$ cat src/rtl/cp0_regfile_if.sv
// Write-back to CP0 connection: the packed exception/eret/mtc0 bus plus the
// interrupt lines going in, and the mfc0 data, interrupt flag and EPC coming back.
interface cp0_regfile_if;
  // No valid/ready pair: WB qualifies ex, eret and mtc0_we itself, and every
  // asserted strobe is consumed unconditionally on the next rising clk edge.
  logic [109:0] wb_to_cp0_bus;
  logic [5:0]   ext_int_in;
  logic [31:0]  cp0_rdata;
  logic         has_int;
  logic [31:0]  epc_out;

  modport master (
    output wb_to_cp0_bus,
    output ext_int_in,
    input  cp0_rdata,
    input  has_int,
    input  epc_out
  );

  modport slave (
    input  wb_to_cp0_bus,
    input  ext_int_in,
    output cp0_rdata,
    output has_int,
    output epc_out
  );
endinterface

$ cat src/rtl/cp0_regfile.sv
// Coprocessor-0 register file: BadVAddr, Count, Compare, Status, Cause, EPC,
// exception/eret sequencing and the Count/Compare timer interrupt.
module cp0_regfile (
  input  logic          clk,
  input  logic          reset,
  cp0_regfile_if.slave  bus
);
  localparam logic [4:0] ADDR_BADVADDR = 5'd8;
  localparam logic [4:0] ADDR_COUNT    = 5'd9;
  localparam logic [4:0] ADDR_COMPARE  = 5'd11;
  localparam logic [4:0] ADDR_STATUS   = 5'd12;
  localparam logic [4:0] ADDR_CAUSE    = 5'd13;
  localparam logic [4:0] ADDR_EPC      = 5'd14;

  logic        ex;
  logic [4:0]  excode;
  logic [31:0] ex_badvaddr;
  logic        ex_bd;
  logic [31:0] ex_pc;
  logic        mtc0_we;
  logic [4:0]  cp0_addr;
  logic [31:0] wdata;
  logic        eret;

  assign ex          = bus.wb_to_cp0_bus[109];
  assign excode      = bus.wb_to_cp0_bus[108:104];
  assign ex_badvaddr = bus.wb_to_cp0_bus[103:72];
  assign ex_bd       = bus.wb_to_cp0_bus[71];
  assign ex_pc       = bus.wb_to_cp0_bus[70:39];
  assign mtc0_we     = bus.wb_to_cp0_bus[38];
  assign cp0_addr    = bus.wb_to_cp0_bus[37:33];
  assign wdata       = bus.wb_to_cp0_bus[32:1];
  assign eret        = bus.wb_to_cp0_bus[0];

  logic [31:0] badvaddr;
  logic [31:0] count;
  logic [31:0] compare;
  logic [31:0] epc;
  logic [7:0]  status_im;
  logic        status_exl;
  logic        status_ie;
  logic        cause_bd;
  logic        cause_ti;
  logic [5:0]  cause_ip_hw;
  logic [1:0]  cause_ip_sw;
  logic [4:0]  cause_exccode;
  logic        tick;

  logic wr_badvaddr, wr_count, wr_compare, wr_status, wr_cause, wr_epc;
  logic is_addr_exc;

  assign wr_badvaddr = mtc0_we && (cp0_addr == ADDR_BADVADDR);
  assign wr_count    = mtc0_we && (cp0_addr == ADDR_COUNT);
  assign wr_compare  = mtc0_we && (cp0_addr == ADDR_COMPARE);
  assign wr_status   = mtc0_we && (cp0_addr == ADDR_STATUS);
  assign wr_cause    = mtc0_we && (cp0_addr == ADDR_CAUSE);
  assign wr_epc      = mtc0_we && (cp0_addr == ADDR_EPC);
  assign is_addr_exc = (excode == 5'h04) || (excode == 5'h05);

  always_ff @(posedge clk) begin
    if (reset) begin
      badvaddr      <= '0;
      count         <= '0;
      compare       <= '0;
      epc           <= '0;
      status_im     <= '0;
      status_exl    <= 1'b0;
      status_ie     <= 1'b0;
      cause_bd      <= 1'b0;
      cause_ti      <= 1'b0;
      cause_ip_hw   <= '0;
      cause_ip_sw   <= '0;
      cause_exccode <= '0;
      tick          <= 1'b0;
    end else begin
      tick <= ~tick;

      // Count advances every other cycle; a software load wins over the increment.
      if (wr_count)  count <= wdata;
      else if (tick) count <= count + 32'd1;

      if (wr_compare) compare <= wdata;

      if (wr_compare)                       cause_ti <= 1'b0;
      else if ((count == compare) && tick)  cause_ti <= 1'b1;

      cause_ip_hw <= {bus.ext_int_in[5] | cause_ti, bus.ext_int_in[4:0]};
      if (wr_cause) cause_ip_sw <= wdata[9:8];

      if (wr_status) begin
        status_im <= wdata[15:8];
        status_ie <= wdata[0];
      end

      if (ex)             status_exl <= 1'b1;
      else if (eret)      status_exl <= 1'b0;
      else if (wr_status) status_exl <= wdata[1];

      // A nested exception (EXL already set) keeps the original EPC and BD.
      if (ex) begin
        cause_exccode <= excode;
        if (!status_exl) begin
          epc      <= ex_bd ? (ex_pc - 32'd4) : ex_pc;
          cause_bd <= ex_bd;
        end
        if (is_addr_exc) badvaddr <= ex_badvaddr;
      end else begin
        if (wr_epc)      epc      <= wdata;
        if (wr_badvaddr) badvaddr <= wdata;
      end
    end
  end

  logic [31:0] status_val;
  logic [31:0] cause_val;
  logic [7:0]  cause_ip;

  assign cause_ip   = {cause_ip_hw, cause_ip_sw};
  assign status_val = {9'b0, 1'b1, 6'b0, status_im, 6'b0, status_exl, status_ie};
  assign cause_val  = {cause_bd, cause_ti, 14'b0, cause_ip, 1'b0, cause_exccode, 2'b0};

  always_comb begin
    bus.cp0_rdata = '0;
    case (cp0_addr)
      ADDR_BADVADDR: bus.cp0_rdata = badvaddr;
      ADDR_COUNT:    bus.cp0_rdata = count;
      ADDR_COMPARE:  bus.cp0_rdata = compare;
      ADDR_STATUS:   bus.cp0_rdata = status_val;
      ADDR_CAUSE:    bus.cp0_rdata = cause_val;
      ADDR_EPC:      bus.cp0_rdata = epc;
      default:       bus.cp0_rdata = '0;
    endcase
  end

  assign bus.has_int = (|(cause_ip & status_im)) & status_ie & ~status_exl;
  assign bus.epc_out = epc;
endmodule

$ cat src/flat_wrapper.sv
// flat-port wrapper written by rule: the top's interface ports become plain ports
module cp0_regfile_flat 
  (clk, reset, bus_wb_to_cp0_bus, bus_ext_int_in, bus_cp0_rdata, bus_has_int, bus_epc_out);
  cp0_regfile_if bus_i ();
  input  logic clk;
  input  logic reset;
  input wire logic [$bits(bus_i.wb_to_cp0_bus)-1:0] bus_wb_to_cp0_bus;
  input wire logic [$bits(bus_i.ext_int_in)-1:0] bus_ext_int_in;
  output wire logic [$bits(bus_i.cp0_rdata)-1:0] bus_cp0_rdata;
  output wire logic [$bits(bus_i.has_int)-1:0] bus_has_int;
  output wire logic [$bits(bus_i.epc_out)-1:0] bus_epc_out;
  assign bus_i.wb_to_cp0_bus = bus_wb_to_cp0_bus;
  assign bus_i.ext_int_in = bus_ext_int_in;
  assign bus_cp0_rdata = bus_i.cp0_rdata;
  assign bus_has_int = bus_i.has_int;
  assign bus_epc_out = bus_i.epc_out;
  cp0_regfile u_core (.clk(clk), .reset(reset), .bus(bus_i));
endmodule
$ cat config.mk
export PLATFORM = sky130hd
export DESIGN_NAME = cp0_regfile_flat
export DESIGN_NICKNAME = d
export VERILOG_FILES = /design/src/rtl/cp0_regfile_if.sv /design/src/rtl/cp0_regfile.sv /design/src/flat_wrapper.sv
export SDC_FILE = /design/constraint.sdc
export NUM_CORES = 1
export LEC_CHECK = 0
export ABC_AREA = 1
export ABC_CLOCK_PERIOD_IN_PS = 2600
export CAP_MARGIN = 20
export CORE_MARGIN = 10
export CORE_UTILIZATION = 57
export DETAILED_ROUTE_END_ITERATION = 12
export PLACE_DENSITY = 0.95
export SLEW_MARGIN = 30
export SYNTH_ARGS = -nofsm -noshare
export SYNTH_HDL_FRONTEND = slang
export SYNTH_SLANG_ARGS = --single-unit
$ cat constraint.sdc
create_clock -name clk -period 2.6 [get_ports clk]
set_input_delay 0.52 -clock clk [delete_from_list [all_inputs] [get_ports clk]]
set_output_delay 0.52 -clock clk [all_outputs]
set_load 0.02 [all_outputs]
## Word level (Yosys, flattened, before mapping)

Cells that the tools add are included.

| operators by class | value |
|---|---|
| add/sub/neg operators | 2 |
| reduce and logical (&&, ||, !) cells | 17 |
| mux-type cells | 13 |
| bitwise logic cells | 6 |
| equality and inequality tests | 11 |

Operators with widths:

| operator | count |
|---|---|
| 32-bit 2-to-1 mux | 9 |
| 32-bit one-hot mux with 6 select lines | 1 |
| 32-bit by 1-bit adder with 32-bit output (second input constant) | 1 |
| 32-bit == test | 1 |
| 32-bit by 3-bit subtractor with 32-bit output (second input constant) | 1 |
| 5-bit by 4-bit == test with 1-bit output (second input constant) | 6 |
| 5-bit by 3-bit == test with 1-bit output (second input constant) | 2 |
| 8-bit AND | 1 |
| 8-bit OR reduction | 1 |
| 1-bit logical AND | 7 |
| 2-bit AND reduction | 3 |
| 2-bit nonzero test | 3 |
| 1-bit 2-to-1 mux | 3 |
| 3-bit nonzero test | 1 |
| 1-bit AND | 2 |
| 2-bit by 1-bit inequality test with 1-bit output (second input constant) | 1 |
| 2-bit inequality test (second input constant) | 1 |
| 1-bit inverter | 2 |
| 2-bit OR reduction | 1 |
| 1-bit logical OR | 1 |
| 1-bit bitwise OR | 1 |

| word-level totals | value |
|---|---|
| logic and storage cells | 62 |
| input bits | 118 |
| flip-flop bits (word level) | 154 |
| output and inout bits | 65 |

## Depth between registers and ports, before layout

| logic depth | value |
|---|---|
| word-level depth | 5 |
| gate-level depth with buffers | 13 |

## Worst setup path before layout

OpenSTA, ideal clock, no wires.

| timing | value |
|---|---|
| path kind | input to output |
| start point | input port bus_wb_to_cp0_bus[35] |
| end point | output port bus_cp0_rdata[29] |
| path buffers | 2 |
| path slack | 513 ps |
| cell stages on the path | 7 |
| arrival | 1,567 ps |
| cell sequence | inv_1 -> nand2_1 -> nor3_2 -> buf_2 -> buf_2 -> a22oi_1 -> o211ai_1 |

| between the ends | value |
|---|---|
| longest elaborated chain between the ends | 2 |
| elaborated cells on any way between the ends | 7 |
| those cells by class | eq/ne: 6; mux: 1 |

Ends and longest elaborated chain:

| item | line | text |
|---|---|---|
| start: declaration | flat_wrapper.sv:7 | `input wire logic [$bits(bus_i.wb_to_cp0_bus)-1:0] bus_wb_to_cp0_bus;` |
| 5-bit by 4-bit == test with 1-bit output | cp0_regfile.sv:124 | `case (cp0_addr)` |
| 32-bit one-hot mux with 6 select lines (*) | cp0_regfile.sv:124 |  |
| end: declaration | flat_wrapper.sv:9 | `output wire logic [$bits(bus_i.cp0_rdata)-1:0] bus_cp0_rdata;` |

Every way passes the cells marked *; elsewhere a longest branch is shown, timed or not.

## Worst setup path in the final report

| timing | value |
|---|---|
| start point | register u_core.cause_ip_hw[3] |
| end point | output port bus_has_int |

| between the ends | value |
|---|---|
| longest elaborated chain between the ends | 4 |

Ends and longest elaborated chain:

| item | line | text |
|---|---|---|
| start: declaration | cp0_regfile.sv:44 | `logic [5:0] cause_ip_hw;` |
| start signal: assignment | cp0_regfile.sv:87 | `cause_ip_hw <= {bus.ext_int_in[5] \| cause_ti, bus.ext_int_in[4:0]};` |
| 8-bit AND | cp0_regfile.sv:135 | `assign bus.has_int = (\|(cause_ip & status_im)) & status_ie & ~status_exl;` |
| 8-bit OR reduction | cp0_regfile.sv:135 |  |
| 1-bit AND (2 in series) | cp0_regfile.sv:135 |  |
| end: declaration | flat_wrapper.sv:10 | `output wire logic [$bits(bus_i.has_int)-1:0] bus_has_int;` |

No other way between the ends.

==> key figures <==
Clocking
  • CTS tree: done
  • Worst-path clk slew: 0.07 ns
  • Root Buffer: clkbuf_16
  • Max Root-Sink Buffers: 2
  • Cts bufs inserted: 17
  • CTS Sinks: 154
  • Source-to-sink clock delay at the later pin of the worst-skew pair: 0.44 ns
  • H-Tree Depth: 4

Placement
  • Placed cell area: 0.01148 mm²
  • Placed cells: 1,783
  • GP Congestion: 0.9824
  • DP HPWL: 28,920 µm
  • Port Buf Inserts: 182
  • Dpl ws: -0.5590 ns

Hold path
  • Hold path endpoint: u_core.cause_exccode[2]$_SDFFE_PP0P_
  • Min-delay src: u_core.cause_exccode[2]$_SDFFE_PP0P_
  • Min-Delay Path Depth: 2
  • Worst Hold Class: reg2reg

Critical path
  • Reg2Reg Depth: 8
  • Slowest CP cell: clkdlybuf4s50_1
  • Crit. End Element: primary output
  • Crit Reg-Reg Endpoint: u_core.count[28]$_SDFFE_PP0P_
  • Critical Path AT: 1.93 ns
  • R2R Path Start: u_core.count[1]$_SDFFE_PP0P_
  • CP Class: reg2out
  • Slowest stage delay, CP: 0.66 ns
  • CP cell instances: nand2_1 -> nand3_1 -> a211oi_1 -> nor3_1 -> clkdlybuf4s50_1
  • Reg-to-reg setup timing slack: 0.46 ns
  • Critical Path RT: 2.08 ns
  • CP Launch Type: flop
  • CP max FO: 2

Synthesis
  • Mux contribution to synthesized area: 0
  • Main combinational cell family by area after synthesis: simple AND/OR/NAND/NOR gates
  • Synth Area in Simple Gates: 0.3114
  • Gate Count Post-Synth: 1,405
  • Yosys warns: 0
  • Synth Area in Compound Gates: 0.2233
  • Mapped Nets: 1,525
  • Yosys reg bits: 154
  • Post-synth cell types: 45
  • Avg Cell Area, Syn: 6.564 µm²
  • Register area share after synthesis: 0.3343
  • Post-synthesis adder-cell area fraction: 0.002713
  • Post-Syn Area: 0.009223 mm²
  • XOR/XNOR Fraction of Synth Area: 0.03514

Floorplanning
  • Site row count: 46
  • Total core area: 0.01589 mm²
  • IO Pins: 183
  • Die area: 0.02167 mm²
  • Die W: 147.2 µm
  • Starting Density: 0.5806
  • Die Y: 147.2 µm

GRT
  • GRT Resource Usage Total: 0.3353
  • Global-route wire length before repair: 57,620 µm
  • Vias in the first global route: 10,280
  • Largest net degree at the start of global routing: 78
  • Initial antenna violation count: 1
  • Gr ovfl total: 0

Power
  • Power Density: 505.1 mW/mm²
  • Reg power frac: 0.417
  • Sw frac: 0.2838
  • Pwr Total: 6.113 mW
  • Peak supply drop: 529.3 µV
  • Comb power frac: 0.152
  • Lkg Pwr: 4.933 nW
  • Sw power: 1.735 mW
  • Pint: 4.379 mW
  • Clock Power Share: 0.431

STA
  • Final Hold Fails: 0
  • Slew margin rel.: 0.4262
  • Hold Slack: 0.4679 ns
  • Final Setup Violations: 0
  • PnR worst setup slack: 0.1497 ns
  • Final Slew Violations: 0
  • Clock skew: 0.008467 ns
  • Setup TNS: 0 ns
  • RSZ-0062 raised after global routing: no
  • Max Clk Rate: 408.1 MHz
  • Worst-Margin Slew: 0.8528 ns
  • Period utilisation layout: 0.9424
  • Fin crit period: 2.450 ns

Drt
  • DR iter-0 viols: 1,682
  • DRC: 0
  • Post-DR vias/cell: 6.065
  • Routed Antenna Nets: 0
  • Detailed Route WL: 37,510 µm
  • DRT Pass-1 Iters: 6
  • Routed wire length per instance: 20.60 µm
  • Vias: 11,050

Status
  • Status: finished clean

Layout
  • Cell area after layout: 0.01210 mm²
  • Final core utilization: 0.7620
  • Final #Nets: 1,711
  • Layout cell share with drive strength beyond 1: 0.1334
  • Area Overhead vs Synth: 31.24%
  • Non-filler cells, final: 1,821

Run
  • Max Cap Viol: 0
worst max-delay path, delay by kind of cell, from the launching register on:
kind | cells | cell delay (ns)
flip-flops | 1 | 0.40
AO/OA/AOI/OAI | 1 | 0.07
buffers and inverters | 1 | 0.66
AND/OR/NAND/NOR | 3 | 0.37
registers in the layout (all words and copies together) (netlist names), 2 cells and up:
signal,cells
u_core.bus.epc_out,32
u_core.compare,32
u_core.count,32
u_core.cause_exccode,5
u_core.cause_ip_sw,2
u_core.badvaddr,32
u_core.status_im,8
u_core.cause_ip_hw,6
cell families after synthesis:
family | Yosys count
flip-flops | 154
XOR/XNOR | 37
buffers and inverters | 207
adder cells (fa/ha/maj) | 2
AO/OA/AOI/OAI | 360
AND/OR/NAND/NOR | 645
how the worst max path moves through the flow:
| stage | start | end | slack (ns) | cells after the start |
|---|---|---|---|---|
| after floorplan | bus_wb_to_cp0_bus[35] | bus_cp0_rdata[29] | 0.51 | 7 |
| after global placement | bus_wb_to_cp0_bus[33] | bus_cp0_rdata[17] | -0.53 | 8 |
| after detailed placement | bus_wb_to_cp0_bus[33] | bus_cp0_rdata[22] | -0.56 | 8 |
| after CTS | bus_wb_to_cp0_bus[37] | bus_cp0_rdata[15] | -0.03 | 9 |
| after global routing | bus_wb_to_cp0_bus[36] | bus_cp0_rdata[31] | 0.08 | 9 |
| final | u_core.cause_ip_hw[3]$_SDFF_PP0_ | bus_has_int | 0.15 | 5 |
cell usage after synthesis, drive strengths merged:
| master | instances | share of area |
|---|---|---|
| or2 | 3 | 0.0020 |
| nor3 | 25 | 0.019 |
| o221ai | 6 | 0.0057 |
| o21ai | 156 | 0.085 |
| nand4 | 19 | 0.014 |
| inv | 136 | 0.055 |
| dfxtp | 154 | 0.33 |
| o211ai | 20 | 0.016 |
| clkbuf | 39 | 0.016 |
| nand3 | 59 | 0.036 |
| buf | 31 | 0.022 |
| xnor2 | 7 | 0.0066 |
| xor2 | 30 | 0.028 |
| ha | 2 | 0.0027 |
| a21o | 1 | 0.00081 |
| a31oi | 24 | 0.016 |
| nand3b | 1 | 0.00081 |
| o2111ai | 5 | 0.0047 |
| a22oi | 27 | 0.022 |
| nor2 | 220 | 0.10 |
| o21bai | 2 | 0.0016 |
| nand2 | 311 | 0.13 |
| nor4 | 6 | 0.0041 |
| clkinv | 1 | 0.00041 |
| a211oi | 1 | 0.00081 |
| o22ai | 11 | 0.0075 |
| a221oi | 9 | 0.0085 |
| a21oi | 95 | 0.052 |
| a22o | 3 | 0.0028 |
| or4 | 1 | 0.0012 |
power groups by stage:
stage | combinational, mW | clock (mW) | sequential, mW
4_1_cts | 0.912 | 2.62 | 2.54
5_1_grt | 0.994 | 2.72 | 2.55
6_report | 0.931 | 2.63 | 2.55
2_1_floorplan | 0.377 | 0 | 2.60
3_5_place_dp | 0.904 | 0 | 2.59
3_3_place_gp | 0.889 | 0 | 2.59
routing by layer:
metal  routed length, µm  vias up  track usage
met5                   0        -            0
met4                1357        0       0.1373
met3                4771      107      0.08692
met2               16830      792       0.5106
met1               14550     5080       0.4413
li1                    -     5066            -
repair_timing:
| action | CTS | global route |
|---|---|---|
| pin swaps | 4 | 0 |
| setup endpoints to repair | 32 | 32 |
| resized for setup | 168 | 3 |
| hold buffers | 0 | 0 |
| setup buffers | 5 | 0 |
| cloned | 0 | 0 |
cells in the final DEF, fill, tap and decap left out, drive strengths merged, types with 24 or more instances in the layout:
cell type	netlist	final
nand2	311	311
dfxtp	154	154
nor2	220	220
a31oi	24	24
inv	136	141
a22oi	27	27
buf	31	88
nor3	25	25
a21oi	95	95
clkdlybuf4s50	0	144
o21ai	156	156
nand3	59	59
xor2	30	30
final cells by class:
class,count,area [µm²]
inverters,137,514.2
well taps,216,270.3
clock buffers,18,429.2
multi-input cells,1044,5363
flip-flops and latches,154,3083
fillers,1236,3781
diodes,1,2.502
repair buffers,237,2253
clock inverters,14,188.9
(Power assumes the default switching activity.)
